File: src/rtl/bias_requant_unit.sv
`default_nettype none
// ============================================================================
//  Module   : bias_requant_unit
//  Purpose  : Accumulates one vector of signed MAC products, adds a bias, and
//             rounds, shifts and saturates the sum to a signed 16-bit result.
//  Revision : 1.0  initial release
// ============================================================================
module bias_requant_unit #(
   parameter int IN_W  = 16,
   parameter int ACC_W = 32,
   parameter int LEN_W = 8
) (
   input  logic                    clk,
   input  logic                    rst_n,
   input  logic                    start,
   input  logic                    clear,
   input  logic [LEN_W-1:0]        vec_len,
   input  logic signed [15:0]      bias,
   input  logic [3:0]              shift,
   input  logic                    prod_valid,
   input  logic signed [IN_W-1:0]  prod_data,
   output logic                    prod_ready,
   output logic signed [15:0]      out_data,
   output logic                    out_valid,
   output logic                    out_sat,
   output logic                    busy
);

   typedef enum logic [1:0] {
      S_IDLE  = 2'd0,
      S_ACCUM = 2'd1,
      S_FINAL = 2'd2
   } state_t;

   localparam logic signed [ACC_W+1:0] SAT_MAX = (ACC_W+2)'(32767);
   localparam logic signed [ACC_W+1:0] SAT_MIN = (ACC_W+2)'(-32768);

   state_t                   state_q, state_d;
   logic [ACC_W-1:0]         acc_q, acc_d;
   logic [LEN_W-1:0]         cnt_q, cnt_d;
   logic [LEN_W-1:0]         len_q, len_d;
   logic [15:0]              bias_q, bias_d;
   logic [3:0]               shift_q, shift_d;
   logic [15:0]              out_data_q, out_data_d;
   logic                     out_valid_q, out_valid_d;
   logic                     out_sat_q, out_sat_d;

   logic [ACC_W:0]           round_c;
   logic [ACC_W:0]           rnd_sum;
   logic signed [ACC_W:0]    rounded;
   logic signed [ACC_W+1:0]  sum_s;
   logic [15:0]              res_data;
   logic                     res_sat;

   // One extra bit on the rounding add keeps a near-max accumulator from wrapping.
   always_comb begin
      round_c  = (shift_q != 4'd0) ? ((ACC_W+1)'(1) << (shift_q - 4'd1)) : '0;
      rnd_sum  = {acc_q[ACC_W-1], acc_q} + round_c;
      rounded  = $signed(rnd_sum) >>> shift_q;
      sum_s    = {rounded[ACC_W], rounded} + {{(ACC_W+2-16){bias_q[15]}}, bias_q};
      res_sat  = 1'b0;
      res_data = sum_s[15:0];
      if (sum_s > SAT_MAX) begin
         res_data = 16'h7FFF;
         res_sat  = 1'b1;
      end else if (sum_s < SAT_MIN) begin
         res_data = 16'h8000;
         res_sat  = 1'b1;
      end
   end

   always_comb begin
      state_d     = state_q;
      acc_d       = acc_q;
      cnt_d       = cnt_q;
      len_d       = len_q;
      bias_d      = bias_q;
      shift_d     = shift_q;
      out_data_d  = out_data_q;
      out_sat_d   = out_sat_q;
      out_valid_d = 1'b0;
      if (clear) begin
         state_d = S_IDLE;
         acc_d   = '0;
         cnt_d   = '0;
      end else begin
         case (state_q)
            S_IDLE: begin
               if (start) begin
                  len_d   = vec_len;
                  bias_d  = bias;
                  shift_d = shift;
                  acc_d   = '0;
                  cnt_d   = '0;
                  state_d = (vec_len != '0) ? S_ACCUM : S_FINAL;
               end
            end
            S_ACCUM: begin
               if (prod_valid) begin
                  acc_d = acc_q + {{(ACC_W-IN_W){prod_data[IN_W-1]}}, prod_data};
                  cnt_d = cnt_q + LEN_W'(1);
                  if (cnt_q == len_q - LEN_W'(1)) begin
                     state_d = S_FINAL;
                  end
               end
            end
            S_FINAL: begin
               out_data_d  = res_data;
               out_sat_d   = res_sat;
               out_valid_d = 1'b1;
               state_d     = S_IDLE;
            end
            default: state_d = S_IDLE;
         endcase
      end
   end

   always_ff @(posedge clk or negedge rst_n) begin
      if (!rst_n) begin
         state_q     <= S_IDLE;
         acc_q       <= '0;
         cnt_q       <= '0;
         len_q       <= '0;
         bias_q      <= '0;
         shift_q     <= '0;
         out_data_q  <= '0;
         out_valid_q <= 1'b0;
         out_sat_q   <= 1'b0;
      end else begin
         state_q     <= state_d;
         acc_q       <= acc_d;
         cnt_q       <= cnt_d;
         len_q       <= len_d;
         bias_q      <= bias_d;
         shift_q     <= shift_d;
         out_data_q  <= out_data_d;
         out_valid_q <= out_valid_d;
         out_sat_q   <= out_sat_d;
      end
   end

   assign prod_ready = (state_q == S_ACCUM);
   assign busy       = (state_q != S_IDLE);
   assign out_data   = out_data_q;
   assign out_valid  = out_valid_q;
   assign out_sat    = out_sat_q;

endmodule
`default_nettype wire

File: config.mk
export PLATFORM = sky130hd
export DESIGN_NAME = bias_requant_unit
export DESIGN_NICKNAME = d
export VERILOG_FILES = /design/src/rtl/bias_requant_unit.sv
export SDC_FILE = /design/constraint.sdc
export NUM_CORES = 1
export LEC_CHECK = 0
export CORE_MARGIN = 2
export CORE_UTILIZATION = 42
export CTS_CLUSTER_DIAMETER = 40
export DETAILED_ROUTE_END_ITERATION = 16
export HOLD_SLACK_MARGIN = 0.15
export PLACE_DENSITY_LB_ADDON = 0.3
export SLEW_MARGIN = 40
export SYNTH_ARGS = -nofsm -noshare
export SYNTH_HDL_FRONTEND = slang
export SYNTH_SLANG_ARGS = --single-unit
export TNS_END_PERCENT = 20
File: constraint.sdc
create_clock -name clk -period 10.2 [get_ports clk]
set_clock_uncertainty 0.15 [all_clocks]
set_input_delay 2.55 -clock clk [delete_from_list [all_inputs] [get_ports clk]]
set_output_delay 2.55 -clock clk [all_outputs]
set_load 0.005 [all_outputs]
==> results.md, run 1 <==
- Outcome: complete, no violations
- Die width: between 150 and 200 µm
- # rows: 58
- Flop pwr share: 18.5%
- Post-synth cell types: 87
- Root Buffer: clkbuf_16
- Maximum buffer depth of the clock tree: 2
- Diodes inserted: 0
- Max FO, Critical Path: 14
- Crit path largest cell delay: 0.70 ns
- Commonest non-fill, non-tap cell in the layout: nand2_1
- Global-route wire length before repair: 52540 µm
- Hold_buf cts: 0
- Main synth FF type: dfrtp_1
- CTS tree: yes
- I/O pins: 69
- Worst Tran Pin Value: 0.8770 ns
- Register bit total from synthesis: 88
- Comb power frac: between 60% and 70%
- Post-Syn Area: between 10000 and 15000 µm²
- Switching Share: 50.20%
- Clock power share: 14.3%
- H-Tree Depth: 3
- Initial antenna violation count: 1
- Largest net degree at the start of global routing: 66
- Pre-CTS setup slack: 1.395 ns
- Peak supply drop: 0.09579 mV
- Asr flop ratio synth: 100.0%
- Worst skew pair latency: 0.36 ns
- Area grow syn2layout: 11.34%
- CP Data Required Time: 10.27 ns
- Clk pin slew, worst setup/hold paths: around 0.08 ns
- Final worst-path cycle share: 90.23%
- Initial cell density of the core: 43.00%
- Register area share after synthesis: around 20%
- Leak: 0.005137 µW
- Gr usage total: a little under a quarter
- Type of the worst setup path: reg2reg
- Number of global-route vias before repair: just over 10000
- Net Switching: roughly 1200 µW
- Residual DRC: 0
- Final net count: 1555
- Maxcap violations: 0
- CTS buffer count: 9
- Post-DR vias/cell: 6.334
- Cell internal pwr: 1188 µW
- Synth Area per Inst: between 7 and 8 µm²
- Final setup fails: 0
- CP bufs+invs: 2
- Hold Path Class: reg2reg
- Share of cells above drive strength 1: 7.784%
- GPL Wtd Cong: 0.9177
- Most frequent cells in the layout: nand2_1, nor2_1, a21oi_1
- Postcts setup bufs: 0
- DR iter-0 viols: 944
- CTS Sinks: between 80 and 90
- Worst setup SP type: flip-flop
- Max-slew violations: 0
- Synth top area share: between 20% and 30%
- Dominant cells by area after synthesis: dfrtp_1, ha_1, a21oi_1
- Setup TNS: 0 ns
- Top achievable clock speed: between 100 and 150 MHz
- Cells after synthesis: 1401
- Die height: 164.8 µm
- Crit-path leading delay family: compound AO/OA/AOI/OAI gates
- Biggest area consumer among synthesized cells: dfrtp_1
- Vias: roughly 11000
- PortBufs: just under 70
- Synth warn: 0
- CP Capture Type: flip-flop
- Dpl hpwl: between 20000 and 30000 µm
- Post-Syn Nets: 1535
- DRT Pass-1 Iters: 6
- Pwr Density: 197.4 nW/µm²
- Total congestion overflow: 0
- Total core area: around 25000 µm²
- RSZ-0062 raised after global routing: no
- Relative slew slack: about two fifths
- Post-synth EDFFs: 0
- # resized after CTS: 0
- Antenna Violating Nets Remaining: 0
- Critical Path AT: 9.28 ns
- Min setup slack post-route: 0.9970 ns
- WHS: 0.3561 ns
- Final hold violation count: 0
- Drt wl/cell: approximately 19 µm
- Final WL: about 33000 µm
- Slowest-stage cell, CP: a2111oi_0
- Die area: 27160 µm²
- Final min period: 9.203 ns
## stage by stage
step                      total power, µW  cells  instance area, µm²  utilization [%]
after floorplan                      1634   1401               10860                -
after global placement               1993   1739               11760            46.57
after detailed placement             2007   1740               11770            46.62
after CTS                            2364   1756               12070            47.80
after global routing                 2557   1756               12090            47.88
final                                2386   1756               12090            47.88
## power by group through the flow
stage               Combinational (µW)  Clock [µW]  Sequential (µW)
floorplan                         1210           0              422
global route                      1750         364              448
detailed placement                1560           0              449
global placement                  1550           0              446
finish                            1600         342              442
CTS                               1570         350              442
## final cells by class
cell class	instances	area, µm²
Sequential cell	88	2202
Timing Repair Buffer	83	789.5
Fill cell	2496	13160
Clock buffer	9	225.2
Tap cell	330	412.9
Clock inverter	7	72.57
Multi-Input combinational cell	1197	8232
Inverter	42	157.7
## worst min-delay path, stage by stage, from the launching register on
cell and delay (ns):
dfrtp_1 0.35, nand2_1 0.05, o211ai_1 0.07
## cell usage after synthesis, types with 21 or more instances
cell        n
a211oi_1   21
nor3_1     46
a21oi_1   108
dfrtp_1    88
inv_1      39
a21o_1     39
mux2_2     32
o31ai_1    21
nand2_1   142
clkbuf_1   59
nand3_1    43
xnor2_1    44
o21ai_0    82
and3_1     24
nor2_1    117
ha_1       82
xor2_1     33
nand2b_1   22
## state kept, by name (all words and copies together) (netlist names)
register and flops:
out_data 16, shift_q 4, cnt_q 8, bias_q 16, len_q 8, out_valid 1
out_sat 1, state_q 2, acc_q 32
## path summary, 6_finish.rpt
kind | start | endpoint | slack [ns] | cells after the start
setup / recovery | shift_q[3] | out_data[4] | 1.0 | 27
hold / removal | out_sat | out_sat | 0.36 | 2
setup reg to reg | shift_q[3] | out_data[4] | 1.0 | 27
hold reg to reg | out_sat | out_sat | 0.36 | 2
max in group asynchronous | rst_n | out_valid | 7.02 | 2
min in group asynchronous | rst_n | shift_q[3] | 1.96 | 1
## cell families (layout without fill, tap and decap cells)
family          after synthesis  after routing  share of synthesized area [%]
simple gates                504            504                          22.60
compound gates              474            474                          30.58
buf+inv                     116            141                          4.193
flops                        88             88                          20.28
fa+ha+maj                    85             85                          10.00
xor+xnor                     77             77                          6.210
mux                          56             56                          6.106
other cells                   1              1                        0.03453
## routing by layer
layer,global-route usage (%),wire length (µm),vias up,share of wire (%)
li1,-,-,5367,-
met1,32.69,14790,5275,45
met2,38.49,15000,410,46
met3,3.164,1889,68,5.8
met4,8.498,887,2,2.7
met5,0,10,-,0.031
(Power assumes the default switching activity.)
==> inputs of run 2 (changes only) <==
==> constraint.sdc (replaced) <==
create_clock -name clk -period 10.2 [get_ports clk]
set_clock_uncertainty 0.15 [all_clocks]
set_input_delay 1.02 -clock clk [delete_from_list [all_inputs] [get_ports clk]]
set_output_delay 1.02 -clock clk [all_outputs]
set_load 0.005 [all_outputs]
==> results of run 2 <==
The final DEF is identical to that of run 1. Status: complete, no violations.
==> edit (flow settings as in run 2) <==
Change the parameter `ACC_W` from 32 to 64.
--- a/src/rtl/bias_requant_unit.sv
+++ b/src/rtl/bias_requant_unit.sv
@@ -9,3 +9,3 @@
    parameter int IN_W  = 16,
-   parameter int ACC_W = 32,
+   parameter int ACC_W = 64,
    parameter int LEN_W = 8
Check against the original RTL: no difference found for any inputs over 4 cycles, from zero or initial values and one cycle with rst_n low; that may be too few to reach the edited logic, so the function may still have changed.
==> edit against run 2 <==
  * Combinational power grew 63%
  * Final area grew 71%
  * Area after synthesis up 76%
  * Sequential cell count rose by 32
  * Worst setup slack got worse by 0.52 ns
  * Via count is 81% higher
  * Total power grew 60%
  * Maximum frequency fell by 5.3%
  * Routed wire length is 110% higher
  * Largest cell class unchanged
==> edit: results (changes against run 2) <==
initial drt markers: 1732 (+83%)
dpl hpwl: 54990 um (+120%)
Crit Path Max Fanout: 40 (+26)
Hold Path Origin: bias_q[0]
placed cells: 3095 (+78%)
largest net degree at the start of global routing: 71 (+7.6%)
area share of the largest cell type after synthesis: 15.73% (-4.5 points)
Max rail drop VDD: 0.1432 mV (+49%)
Leakage: 8.596 nW (+67%)
Relative slew margins: 41.78% (+1.2 points)
pre-CTS WS: 0.5738 ns (-0.8209 ns)
sequential-to-total area share from yosys stat: 15.73% (-4.5 points)
Syn Nets: 2745 (+79%)
post-DR wirelength/cell: 21.95 um (+18%)
Max stage delay cell, worst path: dfrtp_4
worst hold path depth: 1 (-1)
status: complete, no violations
total CTS buffers: 17 (+8)
hold path endpoint: bias_q[0]
arrival time at the worst endpoint: 9.91 ns (+0.63 ns)
GRT Total Usage: 28.85% (+5.0 points)
r2r endpoint: out_data[1]
Synth area leaders: dfrtp_1 (16%), ha_1 (9.6%), nand2_1 (5.3%)
vias in the first global route: 19110 (+86%)
area post-placement: 20080 um^2 (+71%)
Worst-path clk slew: 0.06 ns (-0.02 ns)
r2r startpoint: shift_q[0]
Total Wirelength: 68640 um (+110%)
Synth cell types: 114 (+31%)
max reg flops: 64 (+100%)
routability cong.: 1.004 (+9.4%)
share of layout cells above drive strength 1: 7.641% (-0.14 points)
edit: power groups by stage:
stage / registers [W] / clock network [W] / logic [W]
floorplan: 0.000561 / 0 / 0.00189
global placement: 0.000603 / 0 / 0.00253
detailed placement: 0.000606 / 0 / 0.00254
CTS: 0.000598 / 0.000610 / 0.00255
global route: 0.000608 / 0.000633 / 0.00282
finish: 0.000599 / 0.000597 / 0.00261
edit: how the worst max path moves through the flow:
| stage | to | slack [ns] | from | cells after the start |
|---|---|---|---|---|
| 6_report | out_data[1] | 0.48 | shift_q[0] | 28 |
| 5_1_grt | out_data[0] | 0.05 | shift_q[0] | 31 |
| 4_1_cts | out_data[1] | 0.55 | shift_q[0] | 31 |
| 3_5_place_dp | out_data[1] | 0.57 | shift_q[0] | 31 |
| 3_3_place_gp | out_data[0] | 0.53 | shift_q[0] | 31 |
| 2_1_floorplan | out_data[14] | 2.07 | shift_q[0] | 36 |
edit: layer usage:
metal | global-route usage (%) | vias up | part of all wire, %
met5 | 0 | - | 0
met4 | 13.42 | 0 | 4.8
met3 | 3.089 | 143 | 5.2
met2 | 46.50 | 686 | 45
met1 | 38.70 | 9643 | 45
li1 | - | 9611 | -
edit: through the flow:
stage | hold WS, ns | power [W]
after detailed placement | 0.3546 | 0.003143
after floorplan | 0.3313 | 0.002449
after global placement | 0.3565 | 0.003130
after CTS | 0.3700 | 0.003759
after global routing | 0.3901 | 0.004063
final | 0.3660 | 0.003810
edit: kinds of logic after synthesis:
logic type	count (synthesis)	synth area share, %
AOI/OAI and AO/OA	926	33.03
adders and majority gates	149	9.884
other	1	0.01964
muxes	139	7.865
and+or+nand+nor	848	21.62
buffers and inverters	209	4.739
xor gates and xnor gates	155	7.111
DFF	120	15.73
edit: final cells by class:
| cell class | instances | area (um^2) |
|---|---|---|
| diodes | 1 | 2.502 |
| clock buffers | 19 | 432.9 |
| clock inverters | 12 | 128.9 |
| fillers | 4571 | 24430 |
| inverters | 63 | 236.5 |
| multi-input cells | 2218 | 15220 |
| flip-flops and latches | 120 | 3014 |
| well taps | 600 | 750.7 |
| repair buffers | 94 | 872.1 |
edit: worst max-delay path: cells and delay by family (launching register included):
family / cells / cell delay, ns
AOI/OAI and AO/OA: 10 / 2.65
adders and majority gates: 2 / 0.67
buffers and inverters: 1 / 0.26
DFF: 1 / 0.71
muxes: 3 / 0.95
and+or+nand+nor: 12 / 4.17
